==> config.mk <==
export PLATFORM = sky130hd
export DESIGN_NAME = ibex_mult_pext_seq
export DESIGN_NICKNAME = d
export VERILOG_FILES = /design/src/rtl/ibex_pkg_pext.sv /design/src/rtl/ibex_mult_pext_seq.sv
export SDC_FILE = /design/constraint.sdc
export NUM_CORES = 1
export LEC_CHECK = 0
export ABC_AREA = 1
export BUFFER_PORTS_ARGS = -buffer_cell sky130_fd_sc_hd__buf_2
export CELL_PAD_IN_SITES_DETAIL_PLACEMENT = 0
export CELL_PAD_IN_SITES_GLOBAL_PLACEMENT = 1
export CORE_ASPECT_RATIO = 0.7
export CORE_UTILIZATION = 30
export CTS_CLUSTER_DIAMETER = 30
export DETAILED_ROUTE_END_ITERATION = 8
export GPL_TIMING_DRIVEN = 1
export PLACE_DENSITY = 0.87
export SLEW_MARGIN = 20
export SYNTH_ARGS = -nofsm -noshare
export SYNTH_HDL_FRONTEND = slang
export SYNTH_SLANG_ARGS = --single-unit
==> constraint.sdc <==
create_clock -name clk_i -period 2.45 [get_ports clk_i]
set_input_delay 0.245 -clock clk_i [delete_from_list [all_inputs] [get_ports clk_i]]
set_output_delay 0.245 -clock clk_i [all_outputs]
set_load 0.05 [all_outputs]
==> src/rtl/ibex_pkg_pext.sv <==
// Shared types for the P-extension multiplier: operand-size modes and the
// sequencer state encoding.
package ibex_pkg_pext;

    localparam int MULT_IMD_W = 64;

    typedef enum logic [1:0] {
        M8x8   = 2'b00,
        M16x16 = 2'b01,
        M32x16 = 2'b10,
        M32x32 = 2'b11
    } mult_pext_mode_e;

    typedef enum logic [1:0] {
        MSEQ_IDLE  = 2'b00,
        MSEQ_STEP1 = 2'b01,
        MSEQ_STEP2 = 2'b10
    } mult_seq_state_e;

endpackage

==> src/rtl/ibex_mult_pext_seq.sv <==
// Cycle sequencer for the P-extension multiplier: steps the shared 17x17 array
// over the two A halves, accumulates into a 64-bit register and hands rd +/- product to the ALU.
module ibex_mult_pext_seq
    import ibex_pkg_pext::*;
(
    input  logic                  clk_i,
    input  logic                  rst_ni,
    input  logic                  mult_en_i,
    input  mult_pext_mode_e       mult_mode_i,
    input  logic [1:0]            cycle_count_i,
    input  logic                  accum_i,
    input  logic [1:0]            accum_sub_i,
    input  logic                  res_hi_i,
    input  logic [31:0]           rd_i,
    input  logic [MULT_IMD_W-1:0] partial_i,
    output logic                  step_o,
    output logic [MULT_IMD_W-1:0] imd_o,
    output logic                  alu_req_o,
    output logic [31:0]           alu_operand_a_o,
    output logic [31:0]           alu_operand_b_o,
    output logic                  alu_sub_o,
    input  logic [31:0]           alu_result_i,
    output logic [MULT_IMD_W-1:0] product_o,
    output logic [31:0]           result_o,
    output logic                  valid_o,
    output logic                  busy_o
);

    mult_seq_state_e       state_q, state_d;
    logic [MULT_IMD_W-1:0] imd_q, imd_d;
    logic [MULT_IMD_W-1:0] sum;
    logic [31:0]           word;
    logic                  sub;

    // Upper-half partial is weighted by 2^16 relative to the lower half.
    assign sum  = imd_q + {partial_i[MULT_IMD_W-17:0], 16'b0};
    assign word = res_hi_i ? imd_q[63:32] : imd_q[31:0];
    assign sub  = accum_sub_i[1];

    always_comb begin
        state_d         = state_q;
        imd_d           = imd_q;
        step_o          = 1'b0;
        alu_req_o       = 1'b0;
        alu_operand_a_o = 32'b0;
        alu_operand_b_o = 32'b0;
        alu_sub_o       = 1'b0;
        product_o       = '0;
        result_o        = 32'b0;
        valid_o         = 1'b0;

        unique case (state_q)
            MSEQ_IDLE: begin
                if (mult_en_i) begin
                    if (cycle_count_i == 2'b00) begin
                        product_o = partial_i;
                        valid_o   = 1'b1;
                    end else begin
                        imd_d   = partial_i;
                        state_d = MSEQ_STEP1;
                    end
                end
            end
            MSEQ_STEP1: begin
                if (!mult_en_i) begin
                    state_d = MSEQ_IDLE;
                end else begin
                    step_o = 1'b1;
                    if (cycle_count_i == 2'b01) begin
                        product_o = sum;
                        valid_o   = 1'b1;
                        state_d   = MSEQ_IDLE;
                    end else begin
                        // 2'b10 is illegal and falls through to the 3-cycle path.
                        imd_d   = sum;
                        state_d = MSEQ_STEP2;
                    end
                end
            end
            MSEQ_STEP2: begin
                state_d = MSEQ_IDLE;
                if (mult_en_i) begin
                    alu_req_o       = 1'b1;
                    alu_operand_a_o = rd_i;
                    alu_operand_b_o = sub ? ~word : word;
                    alu_sub_o       = sub;
                    result_o        = alu_result_i;
                    valid_o         = 1'b1;
                end
            end
            default: state_d = MSEQ_IDLE;
        endcase
    end

    always_ff @(posedge clk_i or negedge rst_ni) begin
        if (!rst_ni) begin
            state_q <= MSEQ_IDLE;
            imd_q   <= '0;
        end else begin
            state_q <= state_d;
            imd_q   <= imd_d;
        end
    end

    assign imd_o  = imd_q;
    assign busy_o = (state_q != MSEQ_IDLE);

    a_cc_legal: assert property (@(posedge clk_i) disable iff (!rst_ni)
        mult_en_i |-> cycle_count_i != 2'b10);

    a_short_modes_single: assert property (@(posedge clk_i) disable iff (!rst_ni)
        (mult_en_i && mult_mode_i != M32x32) |-> cycle_count_i == 2'b00);

    a_accum_three_cycle: assert property (@(posedge clk_i) disable iff (!rst_ni)
        (mult_en_i && accum_i) |-> cycle_count_i == 2'b11);

    a_ctrl_stable: assert property (@(posedge clk_i) disable iff (!rst_ni)
        (busy_o && mult_en_i) |-> ($stable(mult_mode_i) && $stable(cycle_count_i) &&
                                   $stable(accum_i) && $stable(accum_sub_i) &&
                                   $stable(res_hi_i) && $stable(rd_i)));

endmodule

After elaboration in Yosys (flattened, before gate mapping)
Cells that the tools add are included.
- register bits after elaboration: 66
- bits of input ports: 139
- output and inout bits: 229
- logic and storage cells: 50
- add/subtract/negate cells: 1
- equality and inequality tests: 7
- mux-type cells: 33
- bitwise gates (word level): 1
- reduce and logical (&&, ||, !) cells: 6
- operators by type and width (cell ; count):
    $mux W64 ; 8
    $mux W32 ; 8
    $pmux W64 S2 ; 2
    $add A64 B64 Y64 ; 1
    $not A32 Y32 ; 1
    $mux W1 ; 9
    $mux W2 ; 4
    $ne A2 B2 Y1 const B ; 4
    $reduce_and A5 Y1 ; 1
    $eq A2 B1 Y1 const B ; 2
    $logic_not A2 Y1 ; 2
    $pmux W2 S2 ; 1
    $reduce_bool A2 Y1 ; 2
    $pmux W1 S3 ; 1
    $eq A2 B2 Y1 const B ; 1
    $reduce_and A2 Y1 ; 1

Logic depth before layout (Yosys ltp)
- depth in word-level cells: 5
- depth in mapped cells: 15
- depth with buffers taken out: 15

Worst setup path before layout
No wires, ideal clock.
- path kind: register -> output
- start: reg imd_q[16], in the netlist imd_o[16]
- end: out product_o[20]
- data arrival time: 2767 ps
- required time: 2205 ps
- path slack: -562 ps
- stages on the path, launching flop included: 7
- cell sequence: dfrtp_1 ha_1 fa_1 nand3_1 nand3_1 xnor2_1 o21ai_0
- word-level cells in the longest chain between the ends: 4
- RTL lines (what ; line ; source):
    start: declaration ; ibex_mult_pext_seq.sv:30 ; logic [MULT_IMD_W-1:0] imd_q, imd_d;
    start signal: assignment ; ibex_mult_pext_seq.sv:101 ; imd_q <= imd_d;
    $add A64 B64 Y64 ; ibex_mult_pext_seq.sv:36 ; assign sum = imd_q + {partial_i[MULT_IMD_W-17:0], 16'b0};
    $mux W64 ; ibex_mult_pext_seq.sv:69 ; if (cycle_count_i == 2'b01) begin
    $mux W64 ; ibex_mult_pext_seq.sv:65 ; if (!mult_en_i) begin
    $pmux W64 S2 ; ibex_mult_pext_seq.sv:52 ; unique case (state_q)
    end: declaration ; ibex_mult_pext_seq.sv:23 ; output logic [MULT_IMD_W-1:0] product_o,
No other way between the ends.

Final worst setup path
- start: reg imd_q[32], in the netlist imd_o[32]
- end: out product_o[61]
Same word-level chain as after synthesis.

==> results.sh <==
export IMPL_multiInputGateArea_um2=8560
export IMPL_cts_tree="done"
export IMPL_core_area_um2=30400
export IMPL_ys_flop_type="dfrtp_1"
export IMPL_crit_end="product_o[61]"
export IMPL_finalCritPeriodShare=1.12
export IMPL_netlist_area_um2=9390
export IMPL_r2r_start="imd_o[27]"
export IMPL_seq_area_um2=1660
export IMPL_routedWlPerCell_um=20.7
export IMPL_gr_usage_met2=0.509
export IMPL_crit_start="imd_o[32]"
export IMPL_worstSkewPairLatency_ns=0.36
export IMPL_period_minus_slack_ns=2.74
export IMPL_gp_congestion=1.05
export IMPL_ys_top_cells_by_area="nand2_1 (23%), dfrtp_1 (18%), inv_1 (14%), ha_1 (6.3%), o21ai_0 (6.2%)"
export IMPL_numCtsBuffers=9
export IMPL_violations="negative setup slack"
export IMPL_drive_gt1_frac=0.502
export IMPL_run_status="finished, violations left"
export IMPL_grt_max_degree=67
export IMPL_hold_viol_final=0
export IMPL_grt_busiest_layer="met2"
export IMPL_arrival_ns=2.49
export IMPL_drt_pass1_iter_count=5
export IMPL_grt_pass1_wl_um=78900
export IMPL_antenna_found_initial=4
export IMPL_startpoint_type="register"
export IMPL_synth_edf_count=0
export IMPL_area_growth_pct=81.1
export IMPL_drv_cap=0
export IMPL_peakVddDrop_uv=412
export IMPL_met1_usage=0.501
export IMPL_maxSlewViolCount=0
export IMPL_crit_type="reg2out"
export IMPL_post_synth_cell_area_avg_um2=5.43
export IMPL_min_path_type="in2reg"
export IMPL_synth_top_area_cell="nand2_1"
export IMPL_netlist_area_leader_share=0.230
export IMPL_tightestPinTransition_ns=0.764
export IMPL_met3_usage=0.0476
export IMPL_holdPathStages=3
export IMPL_fillers=3024
export IMPL_dp_slack_ns=-0.230
export IMPL_h_tree_depth=3
export IMPL_fmax_mhz=365
export IMPL_routed_wl_um=57000
export IMPL_clock_skew_ns=0.00946
export IMPL_fin_util=0.560
export IMPL_syn_nets=1918
export IMPL_critPathCaptureType="output port"
export IMPL_ys_warnings_count=0
export IMPL_grt_use_total=0.341
export IMPL_num_rows=53
export IMPL_rr_endpoint="imd_o[47]"
export IMPL_portBuffers=363
export IMPL_min_from="partial_i[0]"
export IMPL_finalSetupViolations=41
export IMPL_ant_nets=0
export IMPL_vias_per_cell=5.02
export IMPL_die_h_um=150
export IMPL_clk_pin_slew_ns=0.07
export IMPL_clock_sinks=66
export IMPL_drtIter0Drc=1282
export IMPL_place_hpwl_um=46300
export IMPL_nets=2514
export IMPL_ios=368
export IMPL_pwr_density_cell_nw_per_um2=827
export IMPL_drc_errors=0
export IMPL_rsz0062_at_grt="yes"
export IMPL_ys_ff_latch=66
export IMPL_ys_async_sr_fraction=1.00
export IMPL_start_util=0.309
export IMPL_dieArea_um2=32000
export IMPL_fin_hold_ws_ns=0.159
export IMPL_overflow=0
export IMPL_synth_cell_types=35
export IMPL_tns_ns=-8.80
export IMPL_num_vias=13794
export IMPL_synth_common_cells="nand2_1 (575), inv_1 (353), nor2_1 (135)"
export IMPL_r2r_slack_ns=0.17
export IMPL_finalWorstSetupSlack_ns=-0.290
export IMPL_reg2reg_depth=16
export IMPL_p_leak_nw=9.52
export IMPL_worstPathMaxFanout=3
export IMPL_synth_seq_area_share=0.176
export IMPL_slew_headroom=0.491
export IMPL_worstPathRequired_ns=2.20
export IMPL_syn_inst=1731
export IMPL_cts_buffer_depth=2
export IMPL_yosysMostFrequentCell="nand2_1"
export IMPL_cts_root_buf="clkbuf_16"
export IMPL_grt_pass1_vias=12358
export IMPL_die_w_um=213
==> power by group <==
part	switching [W]	leakage, nW	total (W)	internal [W]
Sequential	0.000305	0.796	0.00167	0.00136
Combinational	0.00673	8.56	0.0109	0.00413
Clock	0.000641	0.162	0.00155	0.000905
==> worst min-delay path by stage <==
stage,end,slack [ns]
4_1_cts,imd_o[0],0.15
3_5_place_dp,imd_o[61],0.28
5_1_grt,imd_o[0],0.18
6_report,imd_o[0],0.16
3_3_place_gp,imd_o[61],0.26
2_1_floorplan,imd_o[0],-0.05
==> cells by family (layout without fill, tap and decap cells) <==
logic type	after synthesis	count (layout)	synth area share
and+or+nand+nor	867	867	0.390
buffers and inverters	427	1028	0.173
AOI/OAI and AO/OA	289	289	0.162
DFF	66	66	0.176
adders and majority gates	48	48	0.0647
xor gates and xnor gates	18	18	0.0168
muxes	16	16	0.0171
other	0	5	0
==> layout make-up <==
type | instances | share of cell area
Clock buffer | 9 | 0.0132
Sequential cell | 66 | 0.0974
Tap cell | 412 | 0.0303
Clock inverter | 7 | 0.00603
Inverter | 371 | 0.0828
Timing Repair Buffer | 641 | 0.266
Antenna cell | 5 | 0.000736
Multi-Input combinational cell | 1238 | 0.503
==> timing repair <==
| item | in CTS | in global routing |
|---|---|---|
| setup endpoints to repair | 52 | 64 |
| hold endpoints to repair | 21 | 0 |
| setup buffers | 16 | 28 |
| pin swaps | 77 | 113 |
| gates resized for setup | 428 | 235 |
| hold buffers | 1 | 0 |
==> cells in the final DEF, fill, tap and decap left out, types with 5 or more instances in the layout <==
| cell | netlist | layout |
|---|---|---|
| a21oi_4 | 0 | 5 |
| inv_4 | 0 | 5 |
| ha_4 | 0 | 45 |
| mux2i_1 | 16 | 16 |
| a21oi_2 | 1 | 26 |
| xor2_2 | 0 | 9 |
| o21a_1 | 6 | 6 |
| nor2_4 | 10 | 53 |
| inv_2 | 16 | 45 |
| nand3_1 | 63 | 39 |
| nand3_2 | 7 | 17 |
| a22o_1 | 6 | 5 |
| buf_12 | 0 | 19 |
| buf_2 | 18 | 311 |
| nand3_4 | 0 | 14 |
| dfrtp_1 | 66 | 62 |
| o21ai_1 | 47 | 29 |
| nand2_2 | 26 | 153 |
| o21ai_2 | 5 | 33 |
| buf_4 | 1 | 241 |
| buf_6 | 0 | 67 |
| o21ai_0 | 117 | 104 |
| inv_1 | 353 | 318 |
| diode_2 | 0 | 5 |
| nand2_1 | 575 | 384 |
| nor2_1 | 135 | 102 |
| nand4_1 | 15 | 15 |
| nand2_4 | 0 | 61 |
| nor2_2 | 27 | 17 |
| a21oi_1 | 101 | 71 |
| clkbuf_16 | 0 | 9 |
==> critical path: stages (launching register included) <==
cell,delay (ns)
dfrtp_1,0.41
ha_4,0.30
buf_6,0.14
nand2_4,0.06
nand2_4,0.10
inv_1,0.06
nand2_2,0.07
nand2_1,0.06
nand2_2,0.08
nand2_1,0.07
nand2_2,0.11
nand2_2,0.07
nand3_1,0.08
nand2_1,0.08
nand2_2,0.09
nand2_1,0.08
o21ai_2,0.09
buf_6,0.18
==> metal layers <==
metal	wire length (um)	part of all wire
met2	24500	0.43
met5	0	0
met4	1530	0.027
met1	26000	0.46
met3	5010	0.088
==> registers in the layout, summed over array words and instances, names as in the netlist <==
name / count
imd_o: 64
state_q: 2
==> metrics by stage <==
step                power, W  cells  instance area, um2
floorplan            0.00618   1731                9510
global placement     0.00976   2691               13600
detailed placement   0.00978   2691               13600
CTS                   0.0128   2722               15900
global route          0.0147   2747               17000
finish                0.0141   2749               17000
No activity file was read; power rests on OpenSTA's default activity.
